`src/rtl/sysctrl_pkg.sv`:
```
`default_nettype none
// +----------------------------------------------------------------------+
// | Module      : sysctrl_pkg                                            |
// | Description : Shared system-control definitions: arbiter FSM state   |
// |               encoding, port count, idle-counter width and default   |
// |               hold / timeout cycle counts.                           |
// | Revision    : 1.0 - initial release                                  |
// +----------------------------------------------------------------------+
package sysctrl_pkg;

  localparam int NUM_PORTS       = 4;
  localparam int CNT_W           = 12;
  localparam int HOLD_CYC_DEF    = 16;
  localparam int TIMEOUT_CYC_DEF = 4095;

  typedef enum logic [1:0] {
    IDLE = 2'd0,
    ARB  = 2'd1,
    BUSY = 2'd2
  } arb_state_e;

endpackage : sysctrl_pkg
`default_nettype wire

```
`src/rtl/rr_pick4.sv`:
```
`default_nettype none
// +----------------------------------------------------------------------+
// | Module      : rr_pick4                                               |
// | Description : Four-way round-robin picker. Searches the request      |
// |               vector starting at last_grant+1 (mod 4); last_grant    |
// |               itself is the final candidate.                         |
// | Ports       : req        - request vector, one bit per port          |
// |               last_grant - index granted most recently               |
// |               next_idx   - first requesting index found              |
// |               found      - high when any request is set              |
// | Revision    : 1.0 - initial release                                  |
// +----------------------------------------------------------------------+
module rr_pick4 (
  input  logic [3:0] req,
  input  logic [1:0] last_grant,
  output logic [1:0] next_idx,
  output logic       found
);

  always_comb begin
    logic [1:0] w_idx;
    found    = 1'b0;
    next_idx = last_grant;
    w_idx    = last_grant;
    for (int i = 1; i <= 4; i++) begin
      w_idx = last_grant + 2'(i);
      if (!found && req[w_idx]) begin
        found    = 1'b1;
        next_idx = w_idx;
      end
    end
  end

endmodule : rr_pick4
`default_nettype wire

```
`src/rtl/port_arbiter.sv`:
```
`default_nettype none
// +----------------------------------------------------------------------+
// | Module      : port_arbiter                                           |
// | Description : Shares one MCU byte interface between four ports.      |
// |               IDLE -> ARB (one cycle, round-robin pick) -> BUSY.     |
// |               BUSY is held while strobes keep coming; it is released |
// |               after HOLD_CYC quiet cycles once the granted port is   |
// |               empty, or after TIMEOUT_CYC quiet cycles regardless.   |
// | Ports       : clk, reset_n           - clock, async active-low reset |
// |               up_*                   - MCU-side view of granted port |
// |               p_*                    - packed per-port fields        |
// |               grant, busy            - current grant index, BUSY     |
// | Revision    : 1.0 - initial release                                  |
// +----------------------------------------------------------------------+
module port_arbiter
  import sysctrl_pkg::*;
#(
  parameter int HOLD_CYC    = HOLD_CYC_DEF,
  parameter int TIMEOUT_CYC = TIMEOUT_CYC_DEF
) (
  input  logic         clk,
  input  logic         reset_n,
  output logic [7:0]   up_out_available,
  input  logic         up_out_strobe,
  output logic [7:0]   up_out_data,
  output logic [7:0]   up_in_available,
  input  logic         up_in_strobe,
  input  logic [7:0]   up_in_data,
  output logic [31:0]  up_status,
  input  logic [31:0]  p_out_available,
  input  logic [31:0]  p_out_data,
  input  logic [31:0]  p_in_available,
  input  logic [127:0] p_status,
  output logic [3:0]   p_out_strobe,
  output logic [3:0]   p_in_strobe,
  output logic [7:0]   p_in_data,
  output logic [1:0]   grant,
  output logic         busy
);

  localparam logic [CNT_W-1:0] c_hold_cnt    = CNT_W'(HOLD_CYC);
  localparam logic [CNT_W-1:0] c_timeout_cnt = CNT_W'(TIMEOUT_CYC);

  arb_state_e       state_q, state_d;
  logic [1:0]       grant_q, grant_d;
  logic [CNT_W-1:0] idle_cnt_q, idle_cnt_d;

  logic [3:0]       w_req;
  logic [1:0]       w_rr_idx;
  logic             w_rr_found;
  logic             w_strobe_any;

  always_comb begin
    w_req = '0;
    for (int k = 0; k < NUM_PORTS; k++) begin
      w_req[k] = |p_out_available[k*8 +: 8];
    end
  end

  assign w_strobe_any = up_out_strobe | up_in_strobe;

  rr_pick4 u_rr_pick4 (
    .req        (w_req),
    .last_grant (grant_q),
    .next_idx   (w_rr_idx),
    .found      (w_rr_found)
  );

  // Next-state, grant and idle counter
  always_comb begin
    state_d    = state_q;
    grant_d    = grant_q;
    idle_cnt_d = idle_cnt_q;
    unique case (state_q)
      IDLE: begin
        if (|w_req) state_d = ARB;
      end
      ARB: begin
        if (w_rr_found) begin
          state_d    = BUSY;
          grant_d    = w_rr_idx;
          idle_cnt_d = '0;
        end else begin
          state_d = IDLE;
        end
      end
      BUSY: begin
        // A strobe always wins over any exit: the transfer is still live.
        // The timeout check precedes the hold check so it wins a tie.
        if (w_strobe_any) begin
          idle_cnt_d = '0;
        end else if (idle_cnt_q >= c_timeout_cnt) begin
          state_d = ARB;
        end else if (!w_req[grant_q] && (idle_cnt_q >= c_hold_cnt)) begin
          state_d = IDLE;
        end else begin
          idle_cnt_d = idle_cnt_q + 1'b1;
        end
      end
      default: begin
        state_d = IDLE;
      end
    endcase
    if (w_strobe_any) idle_cnt_d = '0;
  end

  always_ff @(posedge clk or negedge reset_n) begin
    if (!reset_n) begin
      state_q    <= IDLE;
      grant_q    <= 2'd0;
      idle_cnt_q <= '0;
    end else begin
      state_q    <= state_d;
      grant_q    <= grant_d;
      idle_cnt_q <= idle_cnt_d;
    end
  end

  // MCU-side view of the granted port. out_available is forced to zero in
  // ARB so the MCU control block sees a fresh rising edge after a switch.
  always_comb begin
    up_out_available = p_out_available[{grant_q, 3'b000} +: 8];
    if (state_q == ARB) up_out_available = 8'd0;
    up_out_data     = p_out_data[{grant_q, 3'b000} +: 8];
    up_in_available = p_in_available[{grant_q, 3'b000} +: 8];
    up_status       = p_status[{grant_q, 5'b00000} +: 32];
  end

  // Strobes follow the current grant in every state, ARB included.
  always_comb begin
    p_out_strobe          = 4'b0000;
    p_in_strobe           = 4'b0000;
    p_out_strobe[grant_q] = up_out_strobe;
    p_in_strobe[grant_q]  = up_in_strobe;
  end

  assign p_in_data = up_in_data;
  assign grant     = grant_q;
  assign busy      = (state_q == BUSY);

endmodule : port_arbiter
`default_nettype wire

```
`config.mk`:
```
export PLATFORM = sky130hd
export DESIGN_NAME = port_arbiter
export DESIGN_NICKNAME = d
export VERILOG_FILES = /design/src/rtl/sysctrl_pkg.sv /design/src/rtl/rr_pick4.sv /design/src/rtl/port_arbiter.sv
export SDC_FILE = /design/constraint.sdc
export NUM_CORES = 1
export LEC_CHECK = 0
export BUFFER_PORTS_ARGS = -buffer_cell sky130_fd_sc_hd__clkbuf_2
export CAP_MARGIN = 20
export CORE_AREA = 8 8 113 115
export DETAILED_ROUTE_END_ITERATION = 8
export DIE_AREA = 0 0 121 123
export GPL_ROUTABILITY_DRIVEN = 0
export PLACE_DENSITY = 0.68
export SLEW_MARGIN = 20
export SYNTH_ARGS = -nofsm -noshare
export SYNTH_HDL_FRONTEND = slang
export SYNTH_SLANG_ARGS = --single-unit
export TNS_END_PERCENT = 1
```
`constraint.sdc`:
```
create_clock -name clk -period 2.8 [get_ports clk]
set_clock_uncertainty 0.2 [all_clocks]
set_input_delay 0.28 -clock clk [delete_from_list [all_inputs] [get_ports clk]]
set_output_delay 0.28 -clock clk [all_outputs]
set_load 0.02 [all_outputs]
```
==> results of run 1 <==
## path summary, 6_finish.rpt
path / slack, ns / cells after the start / end
setup / recovery: 0.32 / 7 / idle_cnt_q[9]$_DFFE_PN0P_
hold / removal: 0.19 / 3 / state_q[1]$_DFFE_PN0P_
setup reg to reg: 0.32 / 7 / idle_cnt_q[9]$_DFFE_PN0P_
hold reg to reg: 0.23 / 1 / state_q[0]$_DFFE_PN0P_
max in group asynchronous: 1.78 / 2 / grant[0]$_DFFE_PN0P_
min in group asynchronous: 0.29 / 2 / idle_cnt_q[8]$_DFFE_PN0P_
## registers in the layout, summed over array words and instances, names as in the netlist
register and flops:
grant 2, idle_cnt_q 12, state_q 2
## power groups by stage
stage,Combinational [mW],Sequential (mW),Clock [mW]
6_report,0.487,0.259,0.318
5_1_grt,0.523,0.261,0.334
4_1_cts,0.489,0.259,0.321
3_5_place_dp,0.484,0.263,0
3_3_place_gp,0.470,0.261,0
2_1_floorplan,0.256,0.260,0
## kinds of logic (layout without fill, tap and decap cells)
logic type               count (synthesis)  after routing  share of synthesized area (%)
buffers and inverters                   34            313                           6.81
AO/OA/AOI/OAI                           44             44                           12.1
flip-flops                              16             16                           13.9
adder cells (fa/ha/maj)                  6              6                           2.60
XOR/XNOR                                 1              1                          0.304
multiplexers                            61             61                           47.2
AND/OR/NAND/NOR                         75             75                           17.2
## synth_stat cells (2+ instances only)
| cell | number |
|---|---|
| sky130_fd_sc_hd__nor4_1 | 2 |
| sky130_fd_sc_hd__or4_1 | 2 |
| sky130_fd_sc_hd__o31ai_2 | 7 |
| sky130_fd_sc_hd__nor2_8 | 2 |
| sky130_fd_sc_hd__inv_1 | 7 |
| sky130_fd_sc_hd__mux4_2 | 56 |
| sky130_fd_sc_hd__nand2_1 | 8 |
| sky130_fd_sc_hd__buf_4 | 9 |
| sky130_fd_sc_hd__ha_1 | 6 |
| sky130_fd_sc_hd__a31oi_1 | 3 |
| sky130_fd_sc_hd__or4_4 | 6 |
| sky130_fd_sc_hd__clkbuf_1 | 4 |
| sky130_fd_sc_hd__a22oi_1 | 4 |
| sky130_fd_sc_hd__o21ai_2 | 3 |
| sky130_fd_sc_hd__a21oi_1 | 4 |
| sky130_fd_sc_hd__buf_2 | 7 |
| sky130_fd_sc_hd__buf_1 | 4 |
| sky130_fd_sc_hd__and2_1 | 11 |
| sky130_fd_sc_hd__mux4_1 | 3 |
| sky130_fd_sc_hd__nor3_1 | 5 |
| sky130_fd_sc_hd__o21ai_1 | 4 |
| sky130_fd_sc_hd__dfrtp_1 | 16 |
| sky130_fd_sc_hd__o21ai_0 | 8 |
| sky130_fd_sc_hd__and3_1 | 3 |
| sky130_fd_sc_hd__nand3_1 | 7 |
| sky130_fd_sc_hd__nor2_1 | 9 |
| sky130_fd_sc_hd__nand2b_1 | 3 |
| sky130_fd_sc_hd__and3_2 | 2 |
| sky130_fd_sc_hd__nor2b_1 | 9 |
## routing by layer
metal / wire length [um] / vias to the layer above / share of wire (%) / global-route usage, %
li1: - / 1538 / - / -
met1: 5570 / 1749 / 38 / 22.4
met2: 7630 / 204 / 52 / 31.5
met3: 1280 / 23 / 8.7 / 3.74
met4: 319 / 0 / 2.2 / 4.53
met5: 0 / - / 0 / 0
## area by class of cell
cell class,instances,area share [%]
clock buffer,4,1.96
sequential,16,8.95
tap,143,3.95
timing repair buffer,301,34.0
inverter,8,0.663
multi-input combinational,187,50.5
## placed cells by master (no fill, tap or decap), drive strengths merged, types with 5 or more instances in the layout
cell type / synthesis / routed
and2: 11 / 11
and3: 5 / 5
buf: 21 / 6
clkbuf: 5 / 298
dfrtp: 16 / 16
ha: 6 / 6
inv: 8 / 8
mux4: 59 / 59
nand2: 8 / 8
nand3: 7 / 7
nor2: 12 / 12
nor2b: 9 / 9
nor3: 5 / 5
o21ai: 15 / 15
o31ai: 7 / 7
or4: 8 / 8
## tightest hold or removal path, cell delays in order
cell and delay [ns]:
sky130_fd_sc_hd__clkbuf_2 0.14, sky130_fd_sc_hd__nor3_1 0.06, sky130_fd_sc_hd__o21ai_0 0.13
==> impl_summary.txt, run 1 <==
----------------------------------------------------
[Layout]
  Post-layout nets ... 759
  Final core area utilization ... 40.9%
  Inserted Diodes ... 0
  Post-route design area ... about 4500 um^2
  Total area of multi-input combinational cells ... between 2000 and 2500 um^2
  Reg area ... slightly above 400 um^2
  Non-filler instance count after layout ... roughly 660
  Fraction of final layout cells with drive strength greater than 1 ... about three quarters
  Final-layout fill cell count ... around 1100
  Synth-to-Final Area Change ... 57.0%

[Synthesis]
  Dominant synthesized flop cell ... sky130_fd_sc_hd__dfrtp_1
  Post-synthesis cell type count ... 52
  Cell type contributing the most total cell area after synthesis ... sky130_fd_sc_hd__mux4_2
  Synthesized area per cell ... between 10 and 15 um^2
  Yosys reg bits ... 16
  Most area-consuming cells after synthesis ... sky130_fd_sc_hd__mux4_2 44%, sky130_fd_sc_hd__dfrtp_1 14%, sky130_fd_sc_hd__o31ai_2 3.0%
  Synthesized instance count ... around 240
  Nets in the synthesized netlist ... 479
  Total standard cell area after synthesis ... between 2000 and 3000 um^2
  Number of warning messages in the yosys log ... 0
  Seq/Total Area, Yosys ... roughly 14%
  Number of flops mapped to enable cells by yosys ... 0
  Post-synth ARST share ... 100%
  Synth top area share ... between 40 and 50%

[Power and ir drop]
  Portion of total power attributed to combinational logic ... a little under half
  Fraction of power consumed by sequential logic ... between 20% and 30%
  Clock share of power ... 29.9%
  Total net switching power ... around 350 uW
  Power density cells ... 235 nW/um^2
  Power after layout ... between 1 and 1.5 mW
  Switching share of total power ... between 30% and 40%
  Internal cell power ... 711 uW
  Maximum VDD drop ... ~250 uV
  Leak Pwr ... roughly 2.3 nW

[Critical path]
  Startpoint kind of the worst setup timing path ... register
  Critical path capture point type ... register
  Longest individual stage delay on the worst path ... ~0.43 ns
  Critical path class ... reg2reg
  Maximum fanout along the worst path ... 11
  Source of the critical timing path ... idle_cnt_q[0]$_DFFE_PN0P_
  Count of buffer and inverter cells on the critical path ... 0
  Delay-heaviest family, CP ... compound AO/OA/AOI/OAI gates
  Required @ worst endpoint ... approximately 2.8 ns
  Cell Chain, Critical Path ... ha_1, and3_1, and4_2, o21a_2, a32o_2, nand2b_4, o41ai_2
  Arrival time worst endpoint ... roughly 2.4 ns
  FF-to-FF Start ... idle_cnt_q[0]$_DFFE_PN0P_
  Critical path's slowest cell ... sky130_fd_sc_hd__dfrtp_1

[Timing]
  Unrepaired setup endpoints after global routing ... no
  Setup Total Neg Slack ... 0 ns
  Post-layout minimum cycle time ... around 2.5 ns
  Slew at the pin closest to its max-slew limit ... a little under 0.7 ns
  Number of hold violations in the final report ... 0
  Number of pins exceeding their max-slew limit in the final report ... 0
  Count of final setup violators ... 0
  Setup slack after layout ... about 0.32 ns
  Final worst-path cycle share ... 88.5%
  Worst relative slew slack ... approximately 55%
  Worst hold slack ... 0.193 ns
  Upper clock frequency limit ... approximately 400 MHz

[Detailed routing]
  Wire length reported by the detailed router ... ~15000 um
  Vias per cell ... 5.33
  Overall via count from detail_route ... ~3500
  Number of violations reported at the end of detailed-routing iteration 0 ... ~280
  Initial DRT Pass Iterations ... 4
  Post-route ant nets ... 0
  Wire length per cell after detailed routing ... between 20 and 25 um
  DRC violation count after routing ... 0

[Placement]
  HPWL reported at the end of detailed placement ... between 10000 and 15000 um
  Worst setup slack after placement ... 0.343 ns
  Input/output buffers ... 294
  Dpl cell area ... 4430 um^2
  Number of cells after detailed placement ... approximately 650

[Clock network]
  Clock Root Buffer ... sky130_fd_sc_hd__clkbuf_16
  CTS-repair resized insts ... 0
  Num CTS Buffers ... 3
  Clock Latency Late Sink ... about 0.25 ns
  CTS tree ... yes
  Number of sinks driven by the clock tree ... 16
  Clock H-tree levels ... 1
  Count of hold-fix buffers inserted at cts ... 1
  Post CTS Setup Buffer Count ... 0
  Clock tree buffer depth ... 2
  Reg clk slew, reported paths ... about 0.050 ns

[Floorplan]
  Total die area ... roughly 15000 um^2
  Initial Utilization ... between 20% and 30%
  Site row count ... 39
  Die Span Y ... roughly 120 um
  Die boundary width ... 121 um
  Number of I/O pins ... ~310
  Placeable Area ... around 11000 um^2

[Flow run]
  Max-cap viol count ... 0

[Min path]
  Type of the most critical hold path ... in2reg
  Min-delay src ... up_in_strobe

[GRT]
  Total global routing overflow ... 0
  Total routing usage reported by global routing ... 18.1%
  Initial antenna violation count ... 0
  Wire length of the first global-routing pass ... 21400 um
  Number of global-route vias before repair ... between 3000 and 4000
  Maximum number of pins on one net before global-route repair ... between 60 and 70

[Run status]
  Status ... finished, final reports clean

----------------------------------------------------
Note: power is estimated with default switching activity, not from simulation.
==> inputs of run 2 (changes only) <==
--- a/config.mk
+++ b/config.mk
@@ -11,7 +11,6 @@
 export DETAILED_ROUTE_END_ITERATION = 8
 export DIE_AREA = 0 0 121 123
 export GPL_ROUTABILITY_DRIVEN = 0
-export PLACE_DENSITY = 0.68
 export SLEW_MARGIN = 20
 export SYNTH_ARGS = -nofsm -noshare
 export SYNTH_HDL_FRONTEND = slang
==> run 2 against run 1 <==
  * Die area stayed put
  * First-iteration DRC count is 24% lower
  * Flip-flop and latch count stayed put
  * Via count is 1.2% lower
  * Critical endpoint unchanged
==> impl_summary.txt, run 2 (synthesized netlist as in run 1, its figures left out) <==
----------------------------------------------------
[Layout]
  Non-filler instance count after layout ... 661 (+0.30%)
  Post-route design area ... 4540 um^2 (+0.11%)
  Fraction of final layout cells with drive strength greater than 1 ... 76.1% (-0.10 points)
  Final core area utilization ... 40.9% (+0.045 points)
  Max FFs per register ... 12 (unchanged)
  Synth-to-Final Area Change ... 57.2%
  Most common cell after layout, fill and taps aside ... sky130_fd_sc_hd__clkbuf_2
  Post-layout nets ... 761 (+0.26%)
  Register bank with the most flops ... idle_cnt_q
  Inserted Diodes ... 0 (unchanged)
  Most frequent cells in the layout ... 294 x sky130_fd_sc_hd__clkbuf_2, 56 x sky130_fd_sc_hd__mux4_2, 14 x sky130_fd_sc_hd__dfrtp_1

[Critical path]
  Arrival time worst endpoint ... 2.41 ns (-0.02 ns)
  FF-to-FF Start ... idle_cnt_q[0]$_DFFE_PN0P_
  Critical path class ... reg2reg
  Longest individual stage delay on the worst path ... 0.43 ns (about the same)
  Cell Chain, Critical Path ... ha_1, and3_1, and4_2, o21a_2, a32o_2, nand2b_4, o41ai_2
  Critical path's slowest cell ... sky130_fd_sc_hd__dfrtp_1
  Maximum fanout along the worst path ... 11 (unchanged)
  Required @ worst endpoint ... 2.75 ns (about the same)
  Number of cells on the worst reg-to-reg path ... 7 (unchanged)
  R2R Path End ... idle_cnt_q[9]$_DFFE_PN0P_
  Setup slack on the worst flop-to-flop path ... 0.34 ns (+0.02 ns)
  Startpoint kind of the worst setup timing path ... register
  Critical path capture point type ... register

[Min path]
  Min-delay src ... up_in_strobe
  Endpoint with the worst hold slack ... state_q[1]$_DFFE_PN0P_
  Number of instances on the worst hold path ... 3 (unchanged)
  Type of the most critical hold path ... in2reg

[Floorplan]
  Total die area ... 14900 um^2 (unchanged)
  Number of I/O pins ... 311 (unchanged)
  Die Span Y ... 123 um (unchanged)
  Initial Utilization ... 26.0% (unchanged)
  Placeable Area ... 11100 um^2 (unchanged)
  Die boundary width ... 121 um (unchanged)
  Site row count ... 39 (unchanged)

[Clock network]
  Count of hold-fix buffers inserted at cts ... 1 (unchanged)
  Clock Root Buffer ... sky130_fd_sc_hd__clkbuf_16
  Post CTS Setup Buffer Count ... 0 (unchanged)
  Reg clk slew, reported paths ... 0.05 ns (about the same)
  CTS tree ... yes
  Clock Latency Late Sink ... 0.25 ns (about the same)
  Clock tree buffer depth ... 2 (unchanged)
  Num CTS Buffers ... 3 (unchanged)
  Number of sinks driven by the clock tree ... 16 (unchanged)
  CTS-repair resized insts ... 0 (unchanged)
  Clock H-tree levels ... 1 (unchanged)

[Timing]
  Post-layout minimum cycle time ... 2.46 ns (-0.0173 ns)
  Setup Total Neg Slack ... 0 ns (unchanged)
  Slew at the pin closest to its max-slew limit ... 0.484 ns (-0.191 ns)
  Number of pins exceeding their max-slew limit in the final report ... 0 (unchanged)
  Count of final setup violators ... 0 (unchanged)
  Number of hold violations in the final report ... 0 (unchanged)
  Final worst-path cycle share ... 87.9% (-0.62 points)
  Worst hold slack ... 0.227 ns (+0.0335 ns)
  Unrepaired setup endpoints after global routing ... no
  Upper clock frequency limit ... 407 MHz (+0.70%)
  Worst relative slew slack ... 67.7% (+13 points)

[Power and ir drop]
  Leak Pwr ... 2.32 nW (+0.20%)
  Power density cells ... 230 nW/um^2 (-2.2%)
  Maximum VDD drop ... 174 uV (-32%)

[GRT]
  Wire length of the first global-routing pass ... 22200 um (+3.6%)
  Maximum number of pins on one net before global-route repair ... 69 (unchanged)
  Initial antenna violation count ... 1 (+1)
  Total routing usage reported by global routing ... 19.0% (+0.88 points)
  Total global routing overflow ... 0 (unchanged)
  Number of global-route vias before repair ... 3742 (+0.13%)

[Detailed routing]
  Vias per cell ... 5.25 (-1.5%)
  DRC violation count after routing ... 0 (unchanged)
  Initial DRT Pass Iterations ... 4 (unchanged)
  Post-route ant nets ... 0 (unchanged)
  Wire length reported by the detailed router ... 15200 um (+2.5%)
  Wire length per cell after detailed routing ... 22.9 um (+2.2%)
  Overall via count from detail_route ... 3472 (-1.2%)
  Number of violations reported at the end of detailed-routing iteration 0 ... 209 (-24%)

[Placement]
  Input/output buffers ... 294 (unchanged)
  HPWL reported at the end of detailed placement ... 13500 um (+4.2%)
  Number of cells after detailed placement ... 656 (+0.31%)
  Dpl cell area ... 4450 um^2 (+0.34%)

[Run status]
  Status ... finished, final reports clean

[Flow run]
  Max-cap viol count ... 0 (unchanged)

----------------------------------------------------
run 2: changes by cell type in the layout (fill, tap and decap cells not counted), sizes merged:
cell  delta
buf      +2
run 2: per-layer routing:
layer	part of all wire (%)	vias up	track usage, %
met5	0.086	-	0
met4	1.5	2	3.90
met2	53	154	34.2
li1	-	1545	-
met3	9.8	21	5.43
met1	36	1750	21.9
run 2: layout make-up:
class	count	area [um^2]
fillers	1119	6540
well taps	143	179
flip-flops and latches	16	405
inverters	8	30.0
multi-input cells	187	2290
clock buffers	4	78.8
repair buffers	303	1550
run 2: worst max path at each step:
stage / depth (start not counted) / startpoint / endpoint
after detailed placement: 7 / idle_cnt_q[0]$_DFFE_PN0P_ / idle_cnt_q[9]$_DFFE_PN0P_
after global placement: 7 / idle_cnt_q[0]$_DFFE_PN0P_ / idle_cnt_q[9]$_DFFE_PN0P_
final: 7 / idle_cnt_q[0]$_DFFE_PN0P_ / idle_cnt_q[9]$_DFFE_PN0P_
after floorplan: 5 / grant[0]$_DFFE_PN0P_ / up_out_available[3]
after global routing: 7 / idle_cnt_q[0]$_DFFE_PN0P_ / idle_cnt_q[9]$_DFFE_PN0P_
after CTS: 7 / idle_cnt_q[0]$_DFFE_PN0P_ / idle_cnt_q[9]$_DFFE_PN0P_
run 2: critical path, delay by kind of cell (launching register included):
family,cells,cell delay [ns]
compound gates,3,0.75
flops,1,0.43
fa+ha+maj,1,0.25
simple gates,3,0.71
run 2: power by group:
group | leakage, nW | switching (mW) | internal [mW]
registers | 0.211 | 0.0147 | 0.245
clock network | 0.0382 | 0.0980 | 0.194
logic | 2.07 | 0.239 | 0.251
total | 2.32 | 0.351 | 0.690
run 2: per-stage QoR:
stage / power, mW / worst slack [ns]
floorplan: 0.516 / 0.390
global placement: 0.737 / 0.431
detailed placement: 0.753 / 0.360
CTS: 1.05 / 0.338
global route: 1.09 / 0.246
finish: 1.04 / 0.340
